**src/rtl/pipe_stage_reg.sv**
```systemverilog
// Pipeline stage register: valid/ready handshake, two-entry skid buffer,
// synchronous flush with NOP injection and a saturating stall counter.
module pipe_stage_reg #(
  parameter int unsigned      WIDTH     = 16,
  parameter logic [WIDTH-1:0] NOP_VALUE = WIDTH'(16'h1000)
) (
  input  logic             clk,
  input  logic             rst,
  input  logic             in_valid,
  output logic             in_ready,
  input  logic [WIDTH-1:0] in_data,
  output logic             out_valid,
  input  logic             out_ready,
  output logic [WIDTH-1:0] out_data,
  input  logic             flush,
  output logic [1:0]       occupancy,
  output logic [15:0]      stall_cycles
);

  localparam int unsigned STALL_W   = 16;
  localparam logic [STALL_W-1:0] STALL_MAX = 16'hFFFF;

  // Occupancy doubles as the state encoding.
  typedef enum logic [1:0] {
    EMPTY = 2'd0,
    ONE   = 2'd1,
    FULL  = 2'd2
  } state_t;

  state_t           state;
  logic [WIDTH-1:0] main_data;
  logic [WIDTH-1:0] skid_data;
  logic             in_fire;
  logic             out_fire;

  // Handshake qualifiers use only registered ready/valid, so no comb path
  // from out_ready to in_ready.
  assign in_fire   = in_valid & in_ready;
  assign out_fire  = out_valid & out_ready;

  // The main entry is kept at NOP_VALUE whenever it is invalid, so out_data
  // is a plain register output.
  assign out_data  = main_data;
  assign occupancy = 2'(state);

  // Stall counter: counts cycles a valid payload waits on downstream.
  always_ff @(posedge clk or negedge rst) begin
    if (!rst) begin
      stall_cycles <= '0;
    end else if (out_valid && !out_ready && (stall_cycles != STALL_MAX)) begin
      stall_cycles <= stall_cycles + STALL_W'(1);
    end
  end

  // Stage state machine: main/skid storage, valid and in_ready registers.
  always_ff @(posedge clk or negedge rst) begin
    if (!rst) begin
      state     <= EMPTY;
      main_data <= NOP_VALUE;
      skid_data <= NOP_VALUE;
      out_valid <= 1'b0;
      in_ready  <= 1'b1;
    end else if (flush) begin
      // Held payloads and any payload offered this cycle are dropped.
      state     <= EMPTY;
      main_data <= NOP_VALUE;
      skid_data <= NOP_VALUE;
      out_valid <= 1'b0;
      in_ready  <= 1'b1;
    end else begin
      case (state)
        EMPTY: begin
          if (in_fire) begin
            main_data <= in_data;
            out_valid <= 1'b1;
            state     <= ONE;
            in_ready  <= 1'b1;
          end
        end
        ONE: begin
          if (in_fire && out_fire) begin
            main_data <= in_data;
          end else if (in_fire) begin
            skid_data <= in_data;
            state     <= FULL;
            in_ready  <= 1'b0;
          end else if (out_fire) begin
            main_data <= NOP_VALUE;
            out_valid <= 1'b0;
            state     <= EMPTY;
            in_ready  <= 1'b1;
          end
        end
        FULL: begin
          if (out_fire) begin
            main_data <= skid_data;
            skid_data <= NOP_VALUE;
            state     <= ONE;
            in_ready  <= 1'b1;
          end
        end
        default: begin
          state     <= EMPTY;
          main_data <= NOP_VALUE;
          skid_data <= NOP_VALUE;
          out_valid <= 1'b0;
          in_ready  <= 1'b1;
        end
      endcase
    end
  end

endmodule

```
**config.mk**
```make
export PLATFORM = sky130hd
export DESIGN_NAME = pipe_stage_reg
export DESIGN_NICKNAME = d
export VERILOG_FILES = /design/src/rtl/pipe_stage_reg.sv
export SDC_FILE = /design/constraint.sdc
export NUM_CORES = 1
export LEC_CHECK = 0
export ABC_AREA = 1
export CAP_MARGIN = 20
export CORE_ASPECT_RATIO = 0.8
export CORE_UTILIZATION = 56
export CTS_CLUSTER_DIAMETER = 150
export CTS_CLUSTER_SIZE = 16
export DETAILED_ROUTE_END_ITERATION = 8
export GPL_TIMING_DRIVEN = 1
export PLACE_DENSITY_LB_ADDON = 0.1
export SYNTH_ARGS = -nofsm -noshare
export SYNTH_HDL_FRONTEND = slang
export SYNTH_SLANG_ARGS = --single-unit
```
**constraint.sdc**
```tcl
create_clock -name clk -period 2.7 [get_ports clk]
set_input_delay 0.54 -clock clk [delete_from_list [all_inputs] [get_ports clk]]
set_output_delay 0.54 -clock clk [all_outputs]
set_load 0.01 [all_outputs]
```
# Yosys cells after proc, flatten, opt, wreduce, memory -nomap -nowiden
# Cells that the tools add are included.
[totals] reg_bits=52 output_inout_bits=36 wordCells=61
[classes] addsub=1 n_eq_ne=14 mux=28 bitwise=2 reduce_logical=10
[ops] operator="$mux W16" n=8
[ops] operator="$pmux W16 S3" n=2
[ops] operator="$ne A3 B3 Y1 const B" n=6
[ops] operator="$add A16 B1 Y16 const B" n=1
[ops] operator="$ne A16 B16 Y1 const B" n=1
[ops] operator="$mux W2" n=6
[ops] operator="$ne A4 B4 Y1 const B" n=3
[ops] operator="$reduce_and A4 Y1" n=3
[ops] operator="$mux W1" n=9
[ops] operator="$pmux W1 S3" n=2
[ops] operator="$pmux W2 S3" n=1
[ops] operator="$reduce_and A5 Y1" n=1
[ops] operator="$ne A2 B2 Y1 const B" n=2
[ops] operator="$logic_and A1 B1 Y1" n=3
[ops] operator="$and A1 B1 Y1" n=2
[ops] operator="$eq A2 B1 Y1 const B" n=1
[ops] operator="$eq A2 B2 Y1 const B" n=1
[ops] operator="$logic_not A2 Y1" n=1
[ops] operator="$reduce_and A2 Y1" n=1
[ops] operator="$logic_not A1 Y1" n=1

# Depth between registers and ports, before layout
[depth] ltp_word=6 ltp_mapped=12 depth_no_buf=10

# Worst setup path after synthesis
# Ideal clock, no wire load.
[synth_path] path_kind="reg-to-reg" from="register state[0], in the netlist occupancy[0]" to="register main_data[10], in the netlist out_data[10]" setup_time_ns=0.118 t_arrival_ns=1.525 required_ns=2.582 path_slack_ns=1.057 stages_incl_launch_ff=12 n_path_buf=2 period_less_slack_ns=1.643 cell_sequence="dfrtp_1 -> inv_1 -> ha_1 -> buf_2 -> inv_2 -> nor2_1 -> nand2_1 -> nand3_2 -> inv_2 -> buf_6 -> nand3_1 -> nand2_1"
[synth_between] elab_chain_cells=3 word_cells_on_any_way=10
[synth_lines] item="from (decl)" line_no="30" rtl="state_t state;"
[synth_lines] item="from (signal assigned)" line_no="58" rtl="state <= EMPTY;"
[synth_lines] item="from (signal assigned)" line_no="65" rtl="state <= EMPTY;"
[synth_lines] item="from (signal assigned)" line_no="76" rtl="state <= ONE;"
[synth_lines] item="$eq A2 B1 Y1, or another cell as far along" line_no="71" rtl="case (state)"
[synth_lines] item="$ne A4 B4 Y1 (no source line), or another cell as far along"
[synth_lines] item="$reduce_and A4 Y1 (no source line) / $mux W16 (equally long branches)"
[synth_lines] item="to (signal assigned)" line_no="74" rtl="main_data <= in_data;"
[synth_lines] item="to (signal assigned)" line_no="82" rtl="main_data <= in_data;"
[synth_lines] item="to (signal assigned)" line_no="96" rtl="main_data <= skid_data;"
[synth_lines] item="to (decl)" line_no="31" rtl="logic [WIDTH-1:0] main_data;"
# Parallel ways exist; a longest one is shown, timed or not.
# A chain may end at the register's enable or synchronous reset.

# Final worst setup path
[layout_path] from="input port flush" to="register skid_data[7]"
[layout_between] elab_chain_cells=2 word_cells_on_any_way=6
[layout_lines] item="from (decl)" line_no="15" rtl="input logic flush,"
[layout_lines] item="$ne A3 B3 Y1 (no source line) / $ne A2 B2 Y1 (equally long branches)"
[layout_lines] item="$reduce_and A4 Y1 (no source line)"
[layout_lines] item="to (signal assigned)" line_no="84" rtl="skid_data <= in_data;"
[layout_lines] item="to (decl)" line_no="32" rtl="logic [WIDTH-1:0] skid_data;"
# Parallel ways exist; a longest one is shown, timed or not.

==> results.yml <==
logic_synthesis:
  syn_avg_cell_area_um2: 7.23
  ys_warn_count: 0
  synthCells: 417
  netlist.area_leader.share: 0.406
  synth-seq-cells: 52
  synth_area_mm2: 0.00302
  ys_types: 26
  ys_top_cells_by_area: "dfrtp_1, nand2_1, nand3_1"
  yosys.area.top_type: "dfrtp_1"
  syn_nets: 443
  ys_seq_area_frac: 0.433
worst_setup_path:
  path_class: "in2reg"
  cp-endpoint: "skid_data[7]$_DFFE_PN0P_"
  reg2reg_from: "stall_cycles[0]$_DFFE_PN0P_"
  startpoint_type: "input port"
  crit_family: "buffers and inverters"
  worst_setup_path_end_kind: "register"
  critical_path.startpoint: "flush"
  r2r-end: "stall_cycles[14]$_DFFE_PN0P_"
  crit_top_cell: "nand2_1"
  required_ns: 2.93
  slowest_stage: "clkdlybuf4s50_1"
  cp.arrival_ns: 2.23
  cp_max_fo: 31
  path_cells: "clkdlybuf4s50_1, inv_2, nand2_1, inv_2, nand2_1, nand2_1, nor2_2, inv_4, nand2_1, o21ai_1"
  rr_worst_depth: 7
  crit_buf_inv: 4
  regToRegSetupSlack_ns: 0.96
  cp.depth: 10
  cpPeakStageDelay_ns: 0.45
grt:
  grt_max_degree: 33
  grt_pass1_vias: 2527
  grt_overflow_total: 0
  antenna_found_initial: 0
  grt_usage: 0.273
  grt_pass1_wl_um: 12100
run:
  max-cap-violations: 0
floorplanning:
  core-area_mm2: 0.00509
  ios: 57
  fp.dieArea_mm2: 0.00569
  rows: 23
  die_x_um: 84.1
  start_util: 0.592
  die_h_um: 67.6
timing:
  setup_viol: 0
  finalMaxSlewViolations: 0
  finalCritPeriodShare: 0.741
  max_slew_margin: 0.602
  setup_slack_ns: 0.700
  min_period_ns: 2.00
  tightest_slew_ns: 0.597
  rsz0062_at_grt: "no"
  fin_setup_tns_ns: 0
  hold_violations: 0
  fmaxAchievable_mhz: 500
  finClkSkew_ns: 0.00514
clock_network:
  root_buffer: "clkbuf_8"
  cts-resized-gates: 0
  cts_buffers: 5
  cts_buffer_depth: 2
  cts_hold_buffers: 0
  htreeDepth: 2
  clkSinkCount: 52
  cts_setup_buffers: 0
  clk_pin_slew_worst_paths_ns: 0.10
  clkLatencyLatePin_ns: 0.31
  cts_tree: "done"
power:
  irDropWorstVdd_mv: 0.576
  power_switching_uw: 1340
  p_seq_frac: 0.374
  pwr-share-clk: 0.176
  p_per_area_mw_per_mm2: 884
  pwr-share-comb: 0.450
  leakage_uw: 0.00178
  internal-power_uw: 1940
  switching_share: 0.409
route:
  finalWirelength_um: 7290
  routedWlPerCell_um: 13.7
  drc_errors: 10
  dr.first_iter.drc_count: 227
  drt-vias-per-instance: 5.40
  vias: 2873
  antenna_left: 0
  dr.pass1.iters: 7
run_status:
  outcome: "finished, violations left"
  violations: "design-rule violations"
cells_and_area:
  fillers: 414
  antenna_cells: 0
  syn2layout_area_growth_pct: 22.9
  layout_common_cells: "nand2_1, nand3_1, clkdlybuf4s50_1, dfrtp_1, inv_1"
  fin_nets: 495
  final_common_cell: "nand2_1"
  final_cells: 532
  drive_gt1_frac: 0.0787
  seqCellArea_mm2: 0.00131
  multi_input_area_mm2: 0.00148
min_path:
  holdCritPathClass: "in2async"
placement:
  dp_cells: 524
  post-place-ws_ns: 0.392
  io_buffers: 56
  gp_congestion: 0.878
  dp_hpwl_um: 5060
## routing by layer
layer	track usage	wire length, um	vias up
met5	0	0	-
li1	-	-	1439
met3	0.0477	470	6
met2	0.447	3370	112
met1	0.377	3380	1316
met4	0.0819	61	0
## stage by stage
stage | power, uW | utilization | hold slack, ns | instance area (um2)
after floorplan | 2140 | - | 0.244 | 3020
after global placement | 2660 | 0.704 | 0.451 | 3590
after detailed placement | 2690 | 0.704 | 0.453 | 3590
after CTS | 3280 | 0.728 | 0.245 | 3710
after global routing | 3500 | 0.728 | 0.266 | 3710
final | 3280 | 0.728 | 0.227 | 3710
## worst min-delay path by stage
stage | to | slack (ns) | cells after the start
6_report | occupancy[1]$_DFFE_PN0P_ | 0.23 | 1
2_1_floorplan | occupancy[0]$_DFFE_PN0P_ | 0.24 | 0
5_1_grt | stall_cycles[15]$_DFFE_PN0P_ | 0.27 | 1
3_3_place_gp | skid_data[12]$_DFFE_PN1P_ | 0.45 | 2
4_1_cts | stall_cycles[15]$_DFFE_PN0P_ | 0.24 | 1
3_5_place_dp | skid_data[12]$_DFFE_PN1P_ | 0.45 | 2
## worst reg2reg max path, stage by stage, from the launching register on
cell     delay, ns
dfrtp_1       0.48
ha_1          0.29
nand3_2       0.18
nor2_4        0.19
nand4_1       0.13
nand2_2       0.26
nand2_1       0.10
nand2_1       0.06
## cell type report
| class | count | area share |
|---|---|---|
| multi-input combinational | 319 | 0.400 |
| clock buffer | 6 | 0.0223 |
| tap | 62 | 0.0209 |
| inverter | 27 | 0.0280 |
| clock inverter | 2 | 0.0105 |
| timing repair buffer | 64 | 0.166 |
| sequential | 52 | 0.352 |
## cell families after synthesis
family / after synthesis / synth area share
AO/OA/AOI/OAI: 26 / 0.0460
adder cells (fa/ha/maj): 5 / 0.0207
buffers and inverters: 46 / 0.0755
flip-flops: 52 / 0.433
AND/OR/NAND/NOR: 281 / 0.405
XOR/XNOR: 7 / 0.0203
## state kept, by name, indices dropped and copies added, names as in the netlist
name and flops:
out_data 16, in_ready 1, occupancy 2, out_valid 1
skid_data 16, stall_cycles 16
## power by group through the flow
stage          combinational (uW)  sequential (uW)  clock (uW)
2_1_floorplan                 870             1270           0
3_3_place_gp                 1430             1230           0
3_5_place_dp                 1460             1230           0
4_1_cts                      1480             1220         581
5_1_grt                      1630             1260         608
6_report                     1470             1230         577
## cells in the mapped netlist, drive strengths merged
library cell	instances
a21oi	1
a22oi	1
buf	12
clkbuf	7
dfrtp	49
dfstp	3
ha	5
inv	27
nand2	178
nand3	71
nand4	8
nor2	24
o21ai	23
o21bai	1
xnor2	3
xor2	4
No activity file was read; power rests on OpenSTA's default activity.
